--- src/rtl/tone_capture_pkg.sv ---
// Shared constants, note ordering and helpers for the tone capture block.
// Note index order A=0, C=1, D=2, F=3 matches the speaker players and the hex note display.
package tone_capture_pkg;

  localparam int unsigned PW          = 17;
  localparam int unsigned P_A_DEF     = 56818;
  localparam int unsigned P_C_DEF     = 47801;
  localparam int unsigned P_D_DEF     = 43592;
  localparam int unsigned P_F_DEF     = 35816;
  localparam int unsigned TOL_DEF     = 1000;
  localparam int unsigned TIMEOUT_DEF = 100000;

  typedef enum logic [1:0] {
    NOTE_A = 2'd0,
    NOTE_C = 2'd1,
    NOTE_D = 2'd2,
    NOTE_F = 2'd3
  } note_idx_e;

  typedef enum logic {
    IDLE = 1'b0,
    REC  = 1'b1
  } cap_state_e;

  function automatic logic in_window(input logic [PW-1:0] p, input logic [PW-1:0] ctr,
                                     input logic [PW-1:0] tol);
    return (p >= ctr - tol) && (p <= ctr + tol);
  endfunction

endpackage

--- src/rtl/tone_capture_period_meter.sv ---
// Synchronizes the tone pin, measures rising-edge to rising-edge period and classifies it.
// Outputs a one-hot live note and the last (saturated) period.
module tone_period_meter
  import tone_capture_pkg::*;
#(
  parameter int unsigned P_A     = P_A_DEF,
  parameter int unsigned P_C     = P_C_DEF,
  parameter int unsigned P_D     = P_D_DEF,
  parameter int unsigned P_F     = P_F_DEF,
  parameter int unsigned TOL     = TOL_DEF,
  parameter int unsigned TIMEOUT = TIMEOUT_DEF
) (
  input  logic          clk,
  input  logic          resetN,
  input  logic          tone_in,
  output logic [3:0]    note_now,
  output logic [PW-1:0] period_out
);

  localparam logic [PW-1:0] PA = PW'(P_A);
  localparam logic [PW-1:0] PC = PW'(P_C);
  localparam logic [PW-1:0] PD = PW'(P_D);
  localparam logic [PW-1:0] PF = PW'(P_F);
  localparam logic [PW-1:0] TL = PW'(TOL);
  localparam logic [PW-1:0] TO = PW'(TIMEOUT);

  logic          tone_p0, tone_p1, tone_p2, edge_p3;
  logic [PW-1:0] pcount;
  logic          silent, cls_pend;

  function automatic logic [3:0] classify(input logic [PW-1:0] p);
    classify = '0;
    if (in_window(p, PA, TL))      classify[NOTE_A] = 1'b1;
    else if (in_window(p, PC, TL)) classify[NOTE_C] = 1'b1;
    else if (in_window(p, PD, TL)) classify[NOTE_D] = 1'b1;
    else if (in_window(p, PF, TL)) classify[NOTE_F] = 1'b1;
  endfunction

  function automatic logic [PW-1:0] sat_period(input logic [PW-1:0] c);
    return (c >= TO) ? TO : c + 1'b1;
  endfunction

  // p0/p1: synchronizer, p2: delayed copy, p3: registered rising-edge pulse
  always_ff @(posedge clk or negedge resetN) begin
    if (!resetN) begin
      tone_p0 <= 1'b0;
      tone_p1 <= 1'b0;
      tone_p2 <= 1'b0;
      edge_p3 <= 1'b0;
    end else begin
      tone_p0 <= tone_in;
      tone_p1 <= tone_p0;
      tone_p2 <= tone_p1;
      edge_p3 <= tone_p1 & ~tone_p2;
    end
  end

  // Silent starts set after reset: with no previous edge the first one only restarts the count.
  always_ff @(posedge clk or negedge resetN) begin
    if (!resetN) begin
      pcount     <= '0;
      period_out <= '0;
      note_now   <= '0;
      silent     <= 1'b1;
      cls_pend   <= 1'b0;
    end else begin
      cls_pend <= 1'b0;
      if (edge_p3) begin
        pcount <= '0;
        silent <= 1'b0;
        if (!silent) begin
          period_out <= sat_period(pcount);
          cls_pend   <= 1'b1;
        end
      end else if (pcount >= TO) begin
        period_out <= TO;
        note_now   <= '0;
        silent     <= 1'b1;
      end else begin
        pcount <= pcount + 1'b1;
      end
      if (cls_pend) note_now <= classify(period_out);
    end
  end

endmodule

--- src/rtl/tone_capture.sv ---
// Records which notes sounded during each beat step into four 16-step patterns.
// The meter classifies the live tone; this level owns the IDLE/REC FSM, sticky bits and patterns.
module tone_capture
  import tone_capture_pkg::*;
#(
  parameter int unsigned P_A     = P_A_DEF,
  parameter int unsigned P_C     = P_C_DEF,
  parameter int unsigned P_D     = P_D_DEF,
  parameter int unsigned P_F     = P_F_DEF,
  parameter int unsigned TOL     = TOL_DEF,
  parameter int unsigned TIMEOUT = TIMEOUT_DEF
) (
  input  logic          clk,
  input  logic          resetN,
  input  logic          capture_en,
  input  logic          beat_tick,
  input  logic          tone_in,
  output logic [15:0]   qOut1,
  output logic [15:0]   qOut2,
  output logic [15:0]   qOut3,
  output logic [15:0]   qOut4,
  output logic [3:0]    step,
  output logic [3:0]    note_now,
  output logic [PW-1:0] period_out,
  output logic          frame_done
);

  cap_state_e       state, state_nxt;
  logic             cap_d;
  logic [3:0]       sticky;
  logic [3:0][15:0] pat;
  logic             start, leave, write;

  tone_period_meter #(
    .P_A(P_A), .P_C(P_C), .P_D(P_D), .P_F(P_F), .TOL(TOL), .TIMEOUT(TIMEOUT)
  ) u_meter (
    .clk       (clk),
    .resetN    (resetN),
    .tone_in   (tone_in),
    .note_now  (note_now),
    .period_out(period_out)
  );

  always_ff @(posedge clk or negedge resetN) begin
    if (!resetN) state <= IDLE;
    else         state <= state_nxt;
  end

  always_comb begin
    state_nxt = state;
    start     = 1'b0;
    leave     = 1'b0;
    write     = 1'b0;
    case (state)
      IDLE: if (capture_en && !cap_d) begin
        state_nxt = REC;
        start     = 1'b1;
      end
      REC: if (!capture_en) begin
        state_nxt = IDLE;
        leave     = 1'b1;
      end else if (beat_tick) begin
        write = 1'b1;
      end
      default: state_nxt = IDLE;
    endcase
  end

  // cap_d resets high so a level already high at reset release is not taken as a new start.
  always_ff @(posedge clk or negedge resetN) begin
    if (!resetN) begin
      cap_d      <= 1'b1;
      sticky     <= '0;
      step       <= '0;
      pat        <= '0;
      frame_done <= 1'b0;
    end else begin
      cap_d      <= capture_en;
      frame_done <= write && (step == 4'd15);
      if (start) begin
        pat    <= '0;
        step   <= '0;
        sticky <= '0;
      end else if (leave) begin
        step   <= '0;
        sticky <= '0;
      end else if (write) begin
        for (int k = 0; k < 4; k++) pat[k][step] <= sticky[k] | note_now[k];
        sticky <= '0;
        step   <= step + 1'b1;
      end else if (state == REC) begin
        sticky <= sticky | note_now;
      end
    end
  end

  assign qOut1 = pat[NOTE_A];
  assign qOut2 = pat[NOTE_C];
  assign qOut3 = pat[NOTE_D];
  assign qOut4 = pat[NOTE_F];

endmodule

--- config.mk ---
export PLATFORM = sky130hd
export DESIGN_NAME = tone_capture
export DESIGN_NICKNAME = d
export VERILOG_FILES = /design/src/rtl/tone_capture_pkg.sv /design/src/rtl/tone_capture_period_meter.sv /design/src/rtl/tone_capture.sv
export SDC_FILE = /design/constraint.sdc
export NUM_CORES = 1
export LEC_CHECK = 0
export CAP_MARGIN = 0
export CORE_MARGIN = 2
export CORE_UTILIZATION = 50
export DETAILED_ROUTE_END_ITERATION = 10
export GPL_TIMING_DRIVEN = 1
export PLACE_DENSITY = 0.76
export SLEW_MARGIN = 20
export SYNTH_ARGS = -nofsm -noshare
export SYNTH_HDL_FRONTEND = slang
export SYNTH_SLANG_ARGS = --single-unit
--- constraint.sdc ---
create_clock -name clk -period 5.7 [get_ports clk]
set_input_delay 0.855 -clock clk [delete_from_list [all_inputs] [get_ports clk]]
set_output_delay 0.855 -clock clk [all_outputs]
set_load 0.02 [all_outputs]
==> impl_metrics.toml, run 1 <==
[power]
power_leakage_nw = 2.98
p_seq_share_pct = 42.1
power_mw = 2.27
p_int_mw = 1.64
power_density_nw_per_um2 = 319
p_comb_share_pct = 11.0
clkPwrFrac_pct = 46.9
power.switching_mw = 0.630
switching_share_pct = 27.8
peakVddDrop_mv = 0.173

[floorplanning]
die-area_um2 = 11900
dieWidth_um = 109
num_rows = 38
pin_count = 95
start_util_pct = 51.2
core_um2 = 10800
die_h_um = 109

[clocking]
cts-root-buf = "clkbuf_8"
cts.htree.levels = 4
cts.reportedPaths.clkPinSlew_ns = 0.06
cts_tree = "built"
cts.sink_count = 119
numCtsBuffers = 17
cts.path.max_buffers = 2
ctsResizeCount = 0
postCtsSetupBuffers = 0
postCtsHoldBufs = 0
worstSkewPairLatency_ns = 0.52

[sta]
grt_setup_unrepaired = "false"
finalHoldViolations = 0
min_period_over_period_pct = 51.5
drv_slew = 0
max_freq_ghz = 0.341
clock_skew_ns = 0.0138
period_minus_slack_ns = 2.93
tightestPinTransition_ns = 1.08
maxSlewHeadroom_pct = 27.4
final.setup.tns_ns = 0
setup_viol = 0

[worst_setup_path]
cp_max_fo = 53
crit_family = "simple AND/OR/NAND/NOR gates"
path_class = "in -> reg"
path_depth = 5
cp_cell_sequence = "clkdlybuf4s50_1, nand2b_1, nand2b_2, o21ai_2, o21ai_0"
crit_buf_inv = 1
cp.required_ns = 6.12
reg2regPathDepth = 4
setup.worst_path.start_class = "input pin"
arrival_ns = 3.35
cp_slowest_cell = "nand2b_2"
worstSetupEndpointType = "flip-flop"
slowest_delay_ns = 0.88

[drt]
vias = 4556
viasPerCell = 5.88
wire_per_inst_um = 18.1
postRouteAntennaNets = 0
dr.pass1.iters = 5
drt_wl_total_mm = 14.1
drt_iter0_markers = 271
drc = 0

[synthesis]
yosysTopAreaCell = "dfrtp_1"
synth_common_cells = "dfrtp_1, nand2_1, o21ai_0"
netlist_area_um2 = 5520
synth.most_common_cell = "dfrtp_1"
synth-seq-cells = 119
netlist.area_leader.share_pct = 53.0
synthFlopType = "dfrtp_1"
synth_cells = 545
syn_area_per_cell_um2 = 10.1
syn_nets = 556
yosys_warnings = 0
synth_edf_count = 0
yosysSeqAreaShare_pct = 54.0
synthTopCellsByArea = "dfrtp_1, mux2i_1, nand2_1"
synth_cell_types = 49
synth-async-reset-ratio_pct = 100

[global_route]
grt_antenna_before_repair = 0
grt_usage_pct = 25.0
grt-ovfl-total = 0
grt_pass1_wl_mm = 22.9
grt_max_degree = 66
grt_pass1_vias = 4381

[hold_path]
hp-class = "reg -> reg"
holdPathStages = 0

[final_layout]
fin_cells = 775
diodes = 0
area_delta_synth_final_pct = 28.4
nNetsFinal = 633
nFillCells = 820
final_layout_size_suffix_gt1_share_pct = 6.61

[placed_design]
port_buffers = 94
dpl.hpwl_mm = 9.41
post-place-cells = 743
gp_congestion = 0.887

[outcome]
status = "complete, no violations"

[job]
maxCapViolations = 0
power groups by stage:
| stage | Clock, mW | Combinational [mW] | Sequential [mW] |
|---|---|---|---|
| after floorplan | 0 | 0.123 | 0.971 |
| after global placement | 0 | 0.241 | 0.961 |
| after detailed placement | 0 | 0.247 | 0.965 |
| after CTS | 1.07 | 0.249 | 0.951 |
| after global routing | 1.12 | 0.273 | 0.961 |
| final | 1.06 | 0.249 | 0.953 |
placed cells by master (no fill, tap or decap), types with 8 or more instances in the layout:
master | netlist | layout
a211oi_1 | 11 | 11
a21oi_1 | 24 | 24
a22o_1 | 12 | 12
clkbuf_16 | 0 | 16
clkdlybuf4s50_1 | 0 | 93
dfrtp_1 | 117 | 117
inv_1 | 11 | 11
mux2i_1 | 38 | 38
nand2_1 | 63 | 63
nand3_1 | 24 | 24
nand4_1 | 10 | 10
nor2_1 | 39 | 39
o21ai_0 | 41 | 41
or3_1 | 15 | 15
xnor2_1 | 11 | 11
xor2_1 | 8 | 8
path summary, 6_finish.rpt:
| path | start | endpoint | slack (ns) |
|---|---|---|---|
| worst max-delay path | capture_en | qOut4[1] | 2.77 |
| worst min-delay path | u_meter.tone_p0 | u_meter.tone_p1 | 0.36 |
| worst max register to register | u_meter.pcount[14] | u_meter.period_out[6] | 2.97 |
| worst min register to register | u_meter.tone_p0 | u_meter.tone_p1 | 0.36 |
| max in group asynchronous | resetN | qOut3[8] | 4.06 |
| min in group asynchronous | resetN | u_meter.note_now[1] | 0.44 |
cell families (layout without fill, tap and decap cells):
logic type	after synthesis	after routing	synth area share, %
adders and majority gates	6	6	1.36
and+or+nand+nor	190	190	16.8
muxes	38	38	6.89
xor gates and xnor gates	19	19	3.01
buffers and inverters	48	138	3.60
AOI/OAI and AO/OA	125	125	14.4
DFF	119	119	54.0
registers in the layout, summed over array words and instances, names as in the netlist, 4 cells and up:
name	cells
sticky	4
u_meter.period_out	17
qOut3	16
u_meter.pcount	17
qOut4	16
step	4
u_meter.note_now	4
qOut1	16
qOut2	16
through the flow:
stage / area (um2) / util [%] / hold slack [ns] / setup WS [ns]
finish: 7090 / 65.7 / 0.359 / 2.77
global route: 7090 / 65.7 / 0.368 / 2.48
CTS: 7080 / 65.6 / 0.361 / 2.46
detailed placement: 6490 / 60.1 / 0.341 / 1.93
global placement: 6490 / 60.1 / 0.341 / 2.13
floorplan: 5520 / - / 0.331 / 3.54
per-layer routing:
layer	vias to the layer above	routed length, um	track usage, %
met5	-	0	0
met4	0	170	7.51
met1	2322	6310	34.5
met3	13	608	6.04
li1	2104	-	-
met2	117	6980	39.3
layout make-up:
type | count | area (um2) | share of cell area (%)
Clock buffer | 19 | 432 | 6.09
Clock inverter | 13 | 160 | 2.26
Inverter | 11 | 41.3 | 0.582
Multi-Input combinational cell | 378 | 2360 | 33.3
Sequential cell | 119 | 2980 | 42.0
Tap cell | 140 | 175 | 2.47
Timing Repair Buffer | 95 | 946 | 13.3
(Power assumes the default switching activity.)
==> inputs of run 2 (changes only) <==
--- a/config.mk
+++ b/config.mk
@@ -7,7 +7,7 @@
 export LEC_CHECK = 0
 export CAP_MARGIN = 0
 export CORE_MARGIN = 2
-export CORE_UTILIZATION = 50
+export CORE_UTILIZATION = 48
 export DETAILED_ROUTE_END_ITERATION = 10
 export GPL_TIMING_DRIVEN = 1
 export PLACE_DENSITY = 0.76
==> constraint.sdc (replaced) <==
create_clock -name clk -period 2.4 [get_ports clk]
set_input_delay 0.36 -clock clk [delete_from_list [all_inputs] [get_ports clk]]
set_output_delay 0.36 -clock clk [all_outputs]
set_load 0.02 [all_outputs]
==> impl_metrics.toml, run 2 (synthesis gave the netlist of run 1 again) <==
[clocking]
cts.path.max_buffers = 2
cts_tree = "built"
ctsResizeCount = 0
cts-root-buf = "clkbuf_16"
cts.htree.levels = 4
numCtsBuffers = 17
worstSkewPairLatency_ns = 0.41
cts.reportedPaths.clkPinSlew_ns = 0.06
cts.sink_count = 119
postCtsSetupBuffers = 0

[global_route]
grt-ovfl-total = 0
grt_usage_pct = 23.3
grt_pass1_vias = 4565
grt_antenna_before_repair = 0
grt_pass1_wl_mm = 23.1
grt_max_degree = 51

[floorplanning]
pin_count = 95
dieWidth_um = 111
core_um2 = 11300
num_rows = 39
start_util_pct = 48.8
die_h_um = 111
die-area_um2 = 12400

[power]
switching_share_pct = 26.8
peakVddDrop_mv = 0.530
power.switching_mw = 1.49
power_leakage_nw = 3.13
p_comb_share_pct = 11.7
clkPwrFrac_pct = 47.8
power_mw = 5.55
p_seq_share_pct = 40.5
power_density_nw_per_um2 = 757
p_int_mw = 4.06

[drt]
viasPerCell = 5.86
vias = 4702
wire_per_inst_um = 17.7
postRouteAntennaNets = 0
drt_iter0_markers = 454
drt_wl_total_mm = 14.2
dr.pass1.iters = 5
drc = 0

[worst_setup_path]
reg2regPathDepth = 5
cp_max_fo = 17
worstSetupEndpointType = "flip-flop"
setup.worst_path.start_class = "flip-flop"
path_class = "reg -> reg"
cp.required_ns = 2.72
arrival_ns = 2.47

[sta]
tightestPinTransition_ns = 0.574
drv_slew = 0
holdWs_ns = 0.349
max_freq_ghz = 0.467
setup_viol = 0
min_period_over_period_pct = 89.3
grt_setup_unrepaired = "false"
period_minus_slack_ns = 2.14
maxSlewHeadroom_pct = 61.4
clock_skew_ns = 0.0125
final.setup.tns_ns = 0
finalHoldViolations = 0

[final_layout]
final_cell_mix = "dfrtp_1, clkdlybuf4s50_1, nand2_1"
diodes = 0
final_layout_size_suffix_gt1_share_pct = 9.55
final_area_um2 = 7330
nNetsFinal = 658
final_common_cell = "dfrtp_1"
area_delta_synth_final_pct = 32.7
reg.largest.list = "u_meter.pcount: 17 flops, u_meter.period_out: 17 flops"

[placed_design]
dpl.hpwl_mm = 9.93
port_buffers = 94
gp_congestion = 0.897
placed_area_um2 = 6700

[hold_path]
hp-class = "reg -> reg"
holdPathStages = 0

[outcome]
status = "complete, no violations"

[job]
maxCapViolations = 0
run 2: metal layers:
metal | up-vias | part of all wire (%) | wire length, um | global-route usage (%)
li1 | 2147 | - | - | -
met1 | 2345 | 42 | 5940 | 29.8
met2 | 183 | 51 | 7200 | 39.3
met3 | 27 | 5.6 | 789 | 4.54
met4 | 0 | 1.8 | 256 | 8.81
met5 | - | 0 | 0 | 0
run 2: path summary, 6_finish.rpt:
path                                    startpoint                 to  slack (ns)
max in group asynchronous                   resetN     u_meter.silent        1.28
worst min-delay path               u_meter.tone_p0    u_meter.tone_p1        0.35
worst max-delay path            u_meter.pcount[14]  u_meter.pcount[5]        0.26
worst max register to register  u_meter.pcount[14]  u_meter.pcount[5]        0.26
min in group asynchronous                   resetN           qOut2[3]        0.46
worst min register to register     u_meter.tone_p0    u_meter.tone_p1        0.35
run 2: area by class of cell:
class,instances,area [um2]
Sequential cell,119,2980
Timing Repair Buffer,120,1160
Fill cell,887,3990
Inverter,11,41.3
Clock inverter,14,183
Clock buffer,18,439
Multi-Input combinational cell,378,2340
Tap cell,143,179
run 2: worst max-delay path, cell delays in order (launching register included):
cell and delay, ns:
dfrtp_1 0.44, or4_1 0.57, o211a_1 0.31, buf_4 0.22, or3_1 0.36, a21oi_1 0.17
run 2: power by group through the flow:
stage               logic [mW]  registers, mW  clock network (mW)
floorplan                0.292           2.31                   0
global placement         0.630           2.27                   0
detailed placement       0.648           2.28                   0
CTS                      0.653           2.24                2.67
global route             0.702           2.26                2.79
finish                   0.648           2.25                2.65
run 2: repair_timing:
action,4_1_cts,5_1_grt
setup endpoints to repair,0,0
hold buffers,1,0
endpoints found under the hold margin,33,0
run 2: stage by stage:
| stage | std cells | setup slack, ns | utilization, % |
|---|---|---|---|
| 2_1_floorplan | 545 | 0.517 | - |
| 3_3_place_gp | 770 | 0.288 | 59.2 |
| 3_5_place_dp | 770 | 0.198 | 59.2 |
| 4_1_cts | 803 | 0.255 | 64.7 |
| 5_1_grt | 803 | 0.152 | 64.7 |
| 6_report | 803 | 0.258 | 64.7 |
